**src/rtl/branch_resolver_if.sv**
```systemverilog
// Fetch/execute handshake bundle for branch_resolver.
// master: pipeline side (pushes predictions, resolves jumps, consumes training/redirect).
// slave:  branch_resolver itself.
interface branch_resolver_if #(
    parameter int HIST_BITS = 7
);
    logic                 push_valid_i;
    logic [63:0]          push_pc_i;
    logic                 push_taken_i;
    logic [63:0]          push_alt_pc_i;
    logic [HIST_BITS-1:0] push_hist_i;
    logic                 push_ready_o;

    logic                 resolve_valid_i;
    logic [63:0]          resolve_pc_i;
    logic                 resolve_cnd_i;

    logic                 train_valid_o;
    logic [63:0]          train_pc_o;
    logic                 train_taken_o;
    logic                 train_mispredicted_o;
    logic [HIST_BITS-1:0] train_hist_o;

    logic                 redirect_valid_o;
    logic [63:0]          redirect_pc_o;
    logic [HIST_BITS-1:0] restore_hist_o;

    modport master (
        output push_valid_i, push_pc_i, push_taken_i, push_alt_pc_i, push_hist_i,
        input  push_ready_o,
        output resolve_valid_i, resolve_pc_i, resolve_cnd_i,
        input  train_valid_o, train_pc_o, train_taken_o, train_mispredicted_o, train_hist_o,
        input  redirect_valid_o, redirect_pc_o, restore_hist_o
    );

    modport slave (
        input  push_valid_i, push_pc_i, push_taken_i, push_alt_pc_i, push_hist_i,
        output push_ready_o,
        input  resolve_valid_i, resolve_pc_i, resolve_cnd_i,
        output train_valid_o, train_pc_o, train_taken_o, train_mispredicted_o, train_hist_o,
        output redirect_valid_o, redirect_pc_o, restore_hist_o
    );
endinterface

```
**src/rtl/branch_resolver.sv**
```systemverilog
// Execute-side branch resolver: in-order queue of gshare predictions, popped
// when the jump resolves, producing a registered training packet and, on a
// mispredict, a redirect PC plus corrected global history.
// Optional: define BRANCH_PERF_EN to build the resolved/mispredict counters.
module branch_resolver #(
    parameter int DEPTH     = 4,
    parameter int HIST_BITS = 7,
    parameter int CNT_W     = 32
) (
    input  logic                     clk,
    input  logic                     reset,
    branch_resolver_if.slave         bus,
    output logic [$clog2(DEPTH):0]   count_o,
    output logic                     overflow_o,
    output logic                     underflow_o,
    output logic                     pc_mismatch_o,
    output logic [CNT_W-1:0]         perf_branches_o,
    output logic [CNT_W-1:0]         perf_mispredicts_o
);
    localparam int PTR_W = $clog2(DEPTH);
    localparam int CW    = PTR_W + 1;

    typedef struct packed {
        logic [63:0]          pc;
        logic                 taken;
        logic [63:0]          alt_pc;
        logic [HIST_BITS-1:0] hist;
    } entry_t;

    entry_t           mem [DEPTH];
    logic [PTR_W-1:0] head;
    logic [PTR_W-1:0] tail;
    logic [CW-1:0]    count;

    entry_t head_entry;
    logic   full;
    logic   empty;
    logic   pop;
    logic   mispred;
    logic   push_ok;
    logic   push_drop;

    // Queue status and the per-cycle push/pop/flush decisions.
    always_comb begin
        head_entry = mem[head];
        full       = (count == CW'(DEPTH));
        empty      = (count == '0);
        pop        = bus.resolve_valid_i && !empty;
        mispred    = pop && (bus.resolve_cnd_i ^ head_entry.taken);
        // A push alongside a mispredict is wrong-path: discarded, not an overflow.
        push_ok    = bus.push_valid_i && !full && !mispred;
        push_drop  = bus.push_valid_i && full && !mispred;
    end

    assign bus.push_ready_o = !full;
    assign count_o          = count;

    // Entry storage; contents need no reset since occupancy gates every read.
    always_ff @(posedge clk) begin
        if (push_ok) begin
            mem[tail] <= '{pc:     bus.push_pc_i,
                           taken:  bus.push_taken_i,
                           alt_pc: bus.push_alt_pc_i,
                           hist:   bus.push_hist_i};
        end
    end

    // Pointers, occupancy, registered training/redirect outputs and sticky flags.
    always_ff @(posedge clk) begin
        if (reset) begin
            head                     <= '0;
            tail                     <= '0;
            count                    <= '0;
            bus.train_valid_o        <= 1'b0;
            bus.train_pc_o           <= '0;
            bus.train_taken_o        <= 1'b0;
            bus.train_mispredicted_o <= 1'b0;
            bus.train_hist_o         <= '0;
            bus.redirect_valid_o     <= 1'b0;
            bus.redirect_pc_o        <= '0;
            bus.restore_hist_o       <= '0;
            overflow_o               <= 1'b0;
            underflow_o              <= 1'b0;
            pc_mismatch_o            <= 1'b0;
        end else begin
            if (push_ok) begin
                tail <= tail + PTR_W'(1);
            end
            if (pop) begin
                head <= head + PTR_W'(1);
            end
            // Flush leaves the queue empty just past the popped head.
            if (mispred) begin
                tail  <= head + PTR_W'(1);
                count <= '0;
            end else begin
                count <= count + CW'(push_ok) - CW'(pop);
            end

            bus.train_valid_o    <= pop;
            bus.redirect_valid_o <= mispred;
            if (pop) begin
                bus.train_pc_o           <= head_entry.pc;
                bus.train_taken_o        <= bus.resolve_cnd_i;
                bus.train_mispredicted_o <= mispred;
                bus.train_hist_o         <= head_entry.hist;
            end
            if (mispred) begin
                bus.redirect_pc_o  <= head_entry.alt_pc;
                bus.restore_hist_o <= {head_entry.hist[HIST_BITS-2:0], bus.resolve_cnd_i};
            end

            if (push_drop) begin
                overflow_o <= 1'b1;
            end
            if (bus.resolve_valid_i && empty) begin
                underflow_o <= 1'b1;
            end
            if (pop && (bus.resolve_pc_i != head_entry.pc)) begin
                pc_mismatch_o <= 1'b1;
            end
        end
    end

`ifdef BRANCH_PERF_EN
    logic [CNT_W-1:0] branches;
    logic [CNT_W-1:0] mispredicts;

    // Free-running performance counters, wrapping naturally.
    always_ff @(posedge clk) begin
        if (reset) begin
            branches    <= '0;
            mispredicts <= '0;
        end else begin
            if (pop) begin
                branches <= branches + CNT_W'(1);
            end
            if (mispred) begin
                mispredicts <= mispredicts + CNT_W'(1);
            end
        end
    end

    assign perf_branches_o    = branches;
    assign perf_mispredicts_o = mispredicts;
`else
    assign perf_branches_o    = '0;
    assign perf_mispredicts_o = '0;
`endif

endmodule

```
**src/flat_wrapper.sv**
```systemverilog
// flat-port wrapper written by rule: the top's interface ports become plain ports
module branch_resolver_flat 
#(
    parameter int DEPTH     = 4,
    parameter int HIST_BITS = 7,
    parameter int CNT_W     = 32
)
  (clk, reset, count_o, overflow_o, underflow_o, pc_mismatch_o, perf_branches_o, perf_mispredicts_o, bus_push_valid_i, bus_push_pc_i, bus_push_taken_i, bus_push_alt_pc_i, bus_push_hist_i, bus_push_ready_o, bus_resolve_valid_i, bus_resolve_pc_i, bus_resolve_cnd_i, bus_train_valid_o, bus_train_pc_o, bus_train_taken_o, bus_train_mispredicted_o, bus_train_hist_o, bus_redirect_valid_o, bus_redirect_pc_o, bus_restore_hist_o);
  branch_resolver_if #(.HIST_BITS(HIST_BITS)) bus_i ();
  input  logic clk;
  input  logic reset;
  output logic [$clog2(DEPTH):0] count_o;
  output logic overflow_o;
  output logic underflow_o;
  output logic pc_mismatch_o;
  output logic [CNT_W-1:0] perf_branches_o;
  output logic [CNT_W-1:0] perf_mispredicts_o;
  input wire logic [$bits(bus_i.push_valid_i)-1:0] bus_push_valid_i;
  input wire logic [$bits(bus_i.push_pc_i)-1:0] bus_push_pc_i;
  input wire logic [$bits(bus_i.push_taken_i)-1:0] bus_push_taken_i;
  input wire logic [$bits(bus_i.push_alt_pc_i)-1:0] bus_push_alt_pc_i;
  input wire logic [$bits(bus_i.push_hist_i)-1:0] bus_push_hist_i;
  output wire logic [$bits(bus_i.push_ready_o)-1:0] bus_push_ready_o;
  input wire logic [$bits(bus_i.resolve_valid_i)-1:0] bus_resolve_valid_i;
  input wire logic [$bits(bus_i.resolve_pc_i)-1:0] bus_resolve_pc_i;
  input wire logic [$bits(bus_i.resolve_cnd_i)-1:0] bus_resolve_cnd_i;
  output wire logic [$bits(bus_i.train_valid_o)-1:0] bus_train_valid_o;
  output wire logic [$bits(bus_i.train_pc_o)-1:0] bus_train_pc_o;
  output wire logic [$bits(bus_i.train_taken_o)-1:0] bus_train_taken_o;
  output wire logic [$bits(bus_i.train_mispredicted_o)-1:0] bus_train_mispredicted_o;
  output wire logic [$bits(bus_i.train_hist_o)-1:0] bus_train_hist_o;
  output wire logic [$bits(bus_i.redirect_valid_o)-1:0] bus_redirect_valid_o;
  output wire logic [$bits(bus_i.redirect_pc_o)-1:0] bus_redirect_pc_o;
  output wire logic [$bits(bus_i.restore_hist_o)-1:0] bus_restore_hist_o;
  assign bus_i.push_valid_i = bus_push_valid_i;
  assign bus_i.push_pc_i = bus_push_pc_i;
  assign bus_i.push_taken_i = bus_push_taken_i;
  assign bus_i.push_alt_pc_i = bus_push_alt_pc_i;
  assign bus_i.push_hist_i = bus_push_hist_i;
  assign bus_push_ready_o = bus_i.push_ready_o;
  assign bus_i.resolve_valid_i = bus_resolve_valid_i;
  assign bus_i.resolve_pc_i = bus_resolve_pc_i;
  assign bus_i.resolve_cnd_i = bus_resolve_cnd_i;
  assign bus_train_valid_o = bus_i.train_valid_o;
  assign bus_train_pc_o = bus_i.train_pc_o;
  assign bus_train_taken_o = bus_i.train_taken_o;
  assign bus_train_mispredicted_o = bus_i.train_mispredicted_o;
  assign bus_train_hist_o = bus_i.train_hist_o;
  assign bus_redirect_valid_o = bus_i.redirect_valid_o;
  assign bus_redirect_pc_o = bus_i.redirect_pc_o;
  assign bus_restore_hist_o = bus_i.restore_hist_o;
  branch_resolver #(.DEPTH(DEPTH), .HIST_BITS(HIST_BITS), .CNT_W(CNT_W)) u_core (.clk(clk), .reset(reset), .bus(bus_i), .count_o(count_o), .overflow_o(overflow_o), .underflow_o(underflow_o), .pc_mismatch_o(pc_mismatch_o), .perf_branches_o(perf_branches_o), .perf_mispredicts_o(perf_mispredicts_o));
endmodule
```
**config.mk**
```make
export PLATFORM = sky130hd
export DESIGN_NAME = branch_resolver_flat
export DESIGN_NICKNAME = d
export VERILOG_FILES = /design/src/rtl/branch_resolver_if.sv /design/src/rtl/branch_resolver.sv /design/src/flat_wrapper.sv
export SDC_FILE = /design/constraint.sdc
export NUM_CORES = 1
export LEC_CHECK = 0
export ABC_CLOCK_PERIOD_IN_PS = 10100
export BUFFER_PORTS_ARGS = -buffer_cell sky130_fd_sc_hd__buf_2
export CORE_UTILIZATION = 60
export CTS_BUF_LIST = sky130_fd_sc_hd__clkbuf_16
export DETAILED_ROUTE_END_ITERATION = 7
export GPL_TIMING_DRIVEN = 0
export PLACE_DENSITY = 0.86
export SYNTH_ARGS = -nofsm -noshare
export SYNTH_HDL_FRONTEND = slang
export SYNTH_SLANG_ARGS = --single-unit
```
**constraint.sdc**
```tcl
create_clock -name clk -period 10.1 [get_ports clk]
set_input_delay 1.01 -clock clk [delete_from_list [all_inputs] [get_ports clk]]
set_output_delay 1.01 -clock clk [all_outputs]
set_load 0.005 [all_outputs]
```
==> results.txt, run 1 <==
HPWL Detailed = 42,920 um
Yosys cell types = 34
Syn_area_per_cell = 18.49 sq um
Tot GR Track Use = 29.75%
Final Cycle Share = 36.85%
Total grt overflow = 0
# setup viols final = 0
Multi-input gate area = 0.005894 sq mm
Max-Cap Viols = 0
Peak Freq = 268.7 MHz
CP peak stage delay = 0.65 ns
Crit-path cells = clkbuf_1 -> clkbuf_1 -> mux4_2 -> xnor2_1 -> nand4_1 -> nor4_1 -> nand4_1 -> a22o_1
Levels on crit path = 8
Critical Path End Type = flop
DRT antenna net count = 0
Synth Cell Area = 0.02598 sq mm
Worst slew pin tran = 1.050 ns
Port Buffers = 357
Die X = 210.1 um
RD Place Congestion = 0.8984
Layout Nets = 2,115
Min-delay worst type = flop to flop
Global-route wire length before repair = 94,560 um
CP bufs+invs = 2
RSZ-0062 raised after global routing = no
Yosys warns = 0
Setup TNS = 0 ns
Post-CTS setup buffer count = 0
Max-slew violations = 0
Clk buf depth = 3
Largest net degree at the start of global routing = 61
Post-CTS sizing = 0
Non-filler cells, final = 2,546
Most frequent cells in the layout = 544 x edfxtp_1, 367 x buf_2, 158 x dfxtp_1
RR Endpoint = u_core.pc_mismatch_o
Root Driver = clkbuf_16
Area of the core = 0.04232 sq mm
Critical Path Source Type = flop
Seq cells post-synth = 702
WP data required = 10.57 ns
Clock Latency Late Sink = 0.59 ns
Max-Slew Margin vs Limit = 30.03%
Hold WS = 0.4533 ns
Leak = 11.32 nW
Final hold vios = 0
Most common cell after layout, fill and taps aside = edfxtp_1
Crit path kind = flop to flop
Vias in the first global route = 15,350
Fraction of layout cells with a size suffix above 1 = 34.86%
R2r setup slk = 6.38 ns
Slowest CP cell = clkbuf_1
Initial antenna violation count = 16
Cts hold-fix bufs = 0
Die height = 210.1 um
Tmin final = 3.722 ns
Skew final = 0.01961 ns
CP Data Arrival Time = 4.19 ns
TritonCTS clock tree = built
Post-Route Utilization = 73.56%
Residual DRC count = 0
End point of the critical path = u_core.pc_mismatch_o
Tot Pwr = 8.328 mW
Worst Path Max Fanout = 10
Site Rows = 75
Worst-path clk slew = 0.06 ns
Filler cell count in the final layout = 2,403
Wirelength per Cell = 25.60 um
Vias = 14,860
CP top delay family = buffers and inverters
Pwr dens = 267.5 mW/mm^2
Clock sinks = 702
Seq/Total Area, Yosys = 75.04%
Synth Instances = 1,405
Total Routed Length = 65,190 um
Worst reg-to-reg path cell count = 8
Htree depth = 3
Status = complete, no violations
Pre-antenna DRT Iters = 5
Synth-to-Final Area Change = 19.80%
Full die area = 0.04414 sq mm
Ports = 422
Vias/cell = 5.837
Initial Utilization = 61.40%
Iter 0 DRT Violations = 1,426
Placed insts = 2,410
CTS Buf Count = 68
Max VDD drop = 0.0001954 V
Seq. cell area = 0.01950 sq mm
[routing by layer]
| layer | vias up | wire length (um) | GRT usage (%) |
|---|---|---|---|
| li1 | 6348 | - | - |
| met1 | 7422 | 22490 | 35.40 |
| met2 | 914 | 32770 | 50.26 |
| met3 | 156 | 7455 | 9.520 |
| met4 | 20 | 2337 | 12.38 |
| met5 | - | 135 | 0 |
[synth_stat cells (all sizes together)]
master / instances / area [sq um]
conb: 1 / 3.750
nand2: 149 / 559.3
buf: 83 / 613.1
fa: 1 / 20.02
dfxtp: 158 / 3163
and2: 6 / 37.54
nand3: 1 / 5.000
a21oi: 75 / 375.4
nor4: 4 / 25.02
mux4: 136 / 3063
xor2: 1 / 8.760
edfxtp: 544 / 16340
a211oi: 2 / 15.01
clkbuf: 51 / 191.4
nor3b: 1 / 7.510
nor3: 3 / 26.28
nor2: 12 / 55.06
and3: 1 / 6.260
nand2b: 1 / 6.260
a22o: 71 / 621.9
o21ai: 2 / 10.00
inv: 9 / 33.78
nand4: 17 / 106.4
xnor2: 70 / 620.6
ha: 6 / 75.07
[layout make-up]
type                            count  area share (%)
Clock inverter                     55           1.186
Sequential cell                   702           62.63
Timing Repair Buffer              365           6.447
Buffer                            134           2.584
Clock buffer                       71           5.707
Tap cell                          577           2.319
Antenna cell                       10         0.08038
Multi-Input combinational cell    623           18.93
Inverter                            9          0.1085
[where the power goes]
group | switching (mW) | leakage [nW] | total, mW | internal [mW]
registers | 0.185 | 6.26 | 3.86 | 3.68
clock network | 1.05 | 1.13 | 2.43 | 1.38
logic | 1.18 | 3.93 | 2.04 | 0.857
[how the worst min path moves through the flow]
stage          slack, ns                        from                    endpoint  cells past startpoint
2_1_floorplan       0.45  u_core.bus.train_hist_o[0]  u_core.bus.train_hist_o[0]                      2
4_1_cts             0.46   u_core.bus.train_pc_o[60]   u_core.bus.train_pc_o[60]                      2
6_report            0.45   u_core.bus.train_pc_o[60]   u_core.bus.train_pc_o[60]                      2
3_5_place_dp        0.45   u_core.bus.train_pc_o[23]   u_core.bus.train_pc_o[23]                      2
5_1_grt             0.47  u_core.bus.train_hist_o[5]  u_core.bus.train_hist_o[5]                      2
3_3_place_gp        0.44   u_core.bus.train_pc_o[47]   u_core.bus.train_pc_o[47]                      2
[tightest hold or removal path, delay by kind of cell, from the launching register on]
kind	cells	cell delay, ns
flops	1	0.30
simple gates	1	0.05
compound gates	1	0.05
[kinds of logic (layout without fill, tap and decap cells)]
logic type	after synthesis	after routing	synth area share, %
xor+xnor	71	71	2.422
mux	136	136	11.79
compound gates	150	150	3.934
buf+inv	143	634	3.226
fa+ha+maj	7	7	0.3659
flops	702	702	75.04
simple gates	195	195	3.212
other cells	1	74	0.01443
[stage by stage]
stage | setup slack, ns | area [sq um]
floorplan | 4.750 | 26220
global placement | 1.935 | 28730
detailed placement | 6.552 | 28960
CTS | 6.545 | 31110
global route | 6.320 | 31110
finish | 6.378 | 31130
[registers in the layout (all words and copies together), names as in the netlist, named ones only]
signal / count
u_core.mem: 544
u_core.bus.train_hist_o: 7
u_core.bus.redirect_valid_o: 1
u_core.underflow_o: 1
u_core.bus.train_pc_o: 64
u_core.pc_mismatch_o: 1
u_core.bus.train_taken_o: 1
u_core.count_o: 3
u_core.bus.restore_hist_o: 7
u_core.overflow_o: 1
u_core.bus.redirect_pc_o: 64
u_core.tail: 2
u_core.bus.train_mispredicted_o: 1
u_core.head: 2
u_core.bus.train_valid_o: 1
No activity file was read; power rests on OpenSTA's default activity.
==> run 2: changes to the inputs <==
ABC_CLOCK_PERIOD_IN_PS = 3900   (was 10100)
CORE_UTILIZATION = 56   (was 60)
PLACE_DENSITY = 0.81   (was 0.86)
clock period = 3.9 ns   (was 10.1 ns; I/O delays follow)
==> run 2 against run 1 <==
  * Combinational power grew to 2.7 times the previous value
  * Critical path type unchanged
  * Count of clock-buffer cells in the layout is 4 higher
  * Via count is 2.4% higher
  * Routed wire length is 3.2% higher
==> results.txt, run 2 (synthesis gave the netlist of run 1 again) <==
Status = complete, no violations
CP top delay family = simple AND/OR/NAND/NOR gates
Peak Freq = 274.7 MHz
Critical Path End Type = flop
Leak = 12.00 nW
RSZ-0062 raised after global routing = no
Comb power frac = 24.5%
Seq. cell area = 0.01950 sq mm
Worst slew pin tran = 1.041 ns
Top flop regs = u_core.mem x544, u_core.bus.redirect_pc_o x64, u_core.bus.train_pc_o x64
Wirelength per Cell = 24.88 um
Initial antenna violation count = 6
RD Place Congestion = 0.8845
Post-Route Utilization = 71.78%
Ports = 422
Max-Cap Viols = 0
WP data required = 4.17 ns
Internal = 15.79 mW
Htree depth = 3
Placed inst area = 0.02904 sq mm
Full die area = 0.04727 sq mm
Die height = 217.4 um
Worst setup margin = 0.2602 ns
Layout Nets = 2,254
Levels on crit path = 7
Hold path depth = 1
Synth-to-Final Area Change = 25.91%
Vias = 15,220
Root Driver = clkbuf_16
Worst-path clk slew = 0.06 ns
Final hold vios = 0
Iter 0 DRT Violations = 1,277
Vias/cell = 5.628
Max-Slew Margin vs Limit = 30.61%
Initial Utilization = 57.01%
HPWL Detailed = 42,910 um
Total Routed Length = 67,290 um
CP Data Arrival Time = 3.91 ns
CTS Buf Count = 71
Clk buf depth = 3
Largest register FFs = 544
Max-slew violations = 0
Most frequent cells in the layout = 544 x edfxtp_1, 367 x buf_2, 158 x dfxtp_1
Sw power = 6.372 mW
Post-CTS setup buffer count = 0
TritonCTS clock tree = built
CP peak stage delay = 0.79 ns
Die X = 217.4 um
Worst Path Max Fanout = 50
Worst reg-to-reg path cell count = 7
Hold WS = 0.04093 ns
Clock power share = 30.5%
Vias in the first global route = 15,790
Switch share = 28.76%
RR Endpoint = u_core.mem[1][84]
Filler cell count in the final layout = 2,704
Max VDD drop = 0.0006660 V
Final Cycle Share = 93.33%
Pwr dens = 677.3 mW/mm^2
DRT antenna net count = 0
Sequential share of power = 45.0%
Multi-input gate area = 0.005894 sq mm
Tot Pwr = 22.16 mW
Port Buffers = 357
Post-route cell area = 0.03272 sq mm
Most common cell after layout, fill and taps aside = edfxtp_1
Top reg by flops = u_core.mem
Crit path kind = flop to flop
Min-delay worst type = input port to flop
Pre-antenna DRT Iters = 5
Post-CTS sizing = 0
Largest net degree at the start of global routing = 51
Fraction of layout cells with a size suffix above 1 = 32.94%
End point of the critical path = u_core.mem[1][84]
Critical Path Source Type = flop
Tot GR Track Use = 28.77%
Pre-CTS setup slack = 0.2394 ns
# setup viols final = 0
Total grt overflow = 0
Slowest CP cell = and2_4
Crit-path cells = clkbuf_1 -> mux4_2 -> xnor2_2 -> nor2_2 -> nor2_1 -> and2_4 -> buf_16
Global-route wire length before repair = 98,070 um
Tmin final = 3.640 ns
Area of the core = 0.04558 sq mm
R2r setup slk = 0.26 ns
CP bufs+invs = 2
Clock sinks = 702
Site Rows = 78
Clock Latency Late Sink = 0.61 ns
Skew final = 0.02146 ns
Residual DRC count = 0
==> run 2: timing repair <==
action | CTS | global route
setup endpoints to repair | 0 | 0
hold buffers | 134 | 0
hold endpoints to repair | 535 | 0
==> run 2: layout make-up <==
type	instances	area share, %
antenna	3	0.02295
buffer	134	2.459
clock buffer	75	5.737
clock inverter	57	1.365
inverter	9	0.1033
multi-input combinational	623	18.02
sequential	702	59.60
tap	600	2.295
timing repair buffer	501	10.40
==> run 2: worst min-delay path by stage <==
| stage | from | endpoint |
|---|---|---|
| 2_1_floorplan | u_core.bus.train_hist_o[0] | u_core.bus.train_hist_o[0] |
| 3_3_place_gp | u_core.bus.train_hist_o[5] | u_core.bus.train_hist_o[5] |
| 3_5_place_dp | u_core.bus.train_pc_o[38] | u_core.bus.train_pc_o[38] |
| 4_1_cts | bus_push_pc_i[33] | u_core.mem[1][105] |
| 5_1_grt | bus_push_pc_i[33] | u_core.mem[2][105] |
| 6_report | bus_push_pc_i[33] | u_core.mem[1][105] |
==> run 2: worst register-to-register path, delay by kind of cell, from the launching register on <==
kind,cells,cell delay [ns]
AND/OR/NAND/NOR,3,1.25
buffers and inverters,2,0.96
multiplexers,1,0.47
flip-flops,1,0.30
XOR/XNOR,1,0.25
==> run 2: layer usage <==
| metal | share of wire (%) | GRT usage [%] | up-vias |
|---|---|---|---|
| li1 | - | - | 6636 |
| met2 | 51 | 49.01 | 746 |
| met4 | 2.4 | 9.272 | 8 |
| met1 | 38 | 35.87 | 7709 |
| met3 | 9.0 | 7.810 | 119 |
| met5 | 0.079 | 0 | - |
==> run 2: power by group through the flow <==
stage	combinational [mW]	sequential, mW	clock, mW
6_report	5.42	9.98	6.76
5_1_grt	5.78	10.1	7.14
4_1_cts	5.43	9.96	6.82
3_5_place_dp	5.28	10.1	0
3_3_place_gp	5.01	10.1	0
2_1_floorplan	3.21	10.1	0
==> run 2: metrics by stage <==
step / instances / TNS [ns]
after CTS: 2701 / 0
after global placement: 2425 / -894.49
final: 2704 / 0
after detailed placement: 2435 / 0
after floorplan: 1468 / 0
after global routing: 2702 / 0
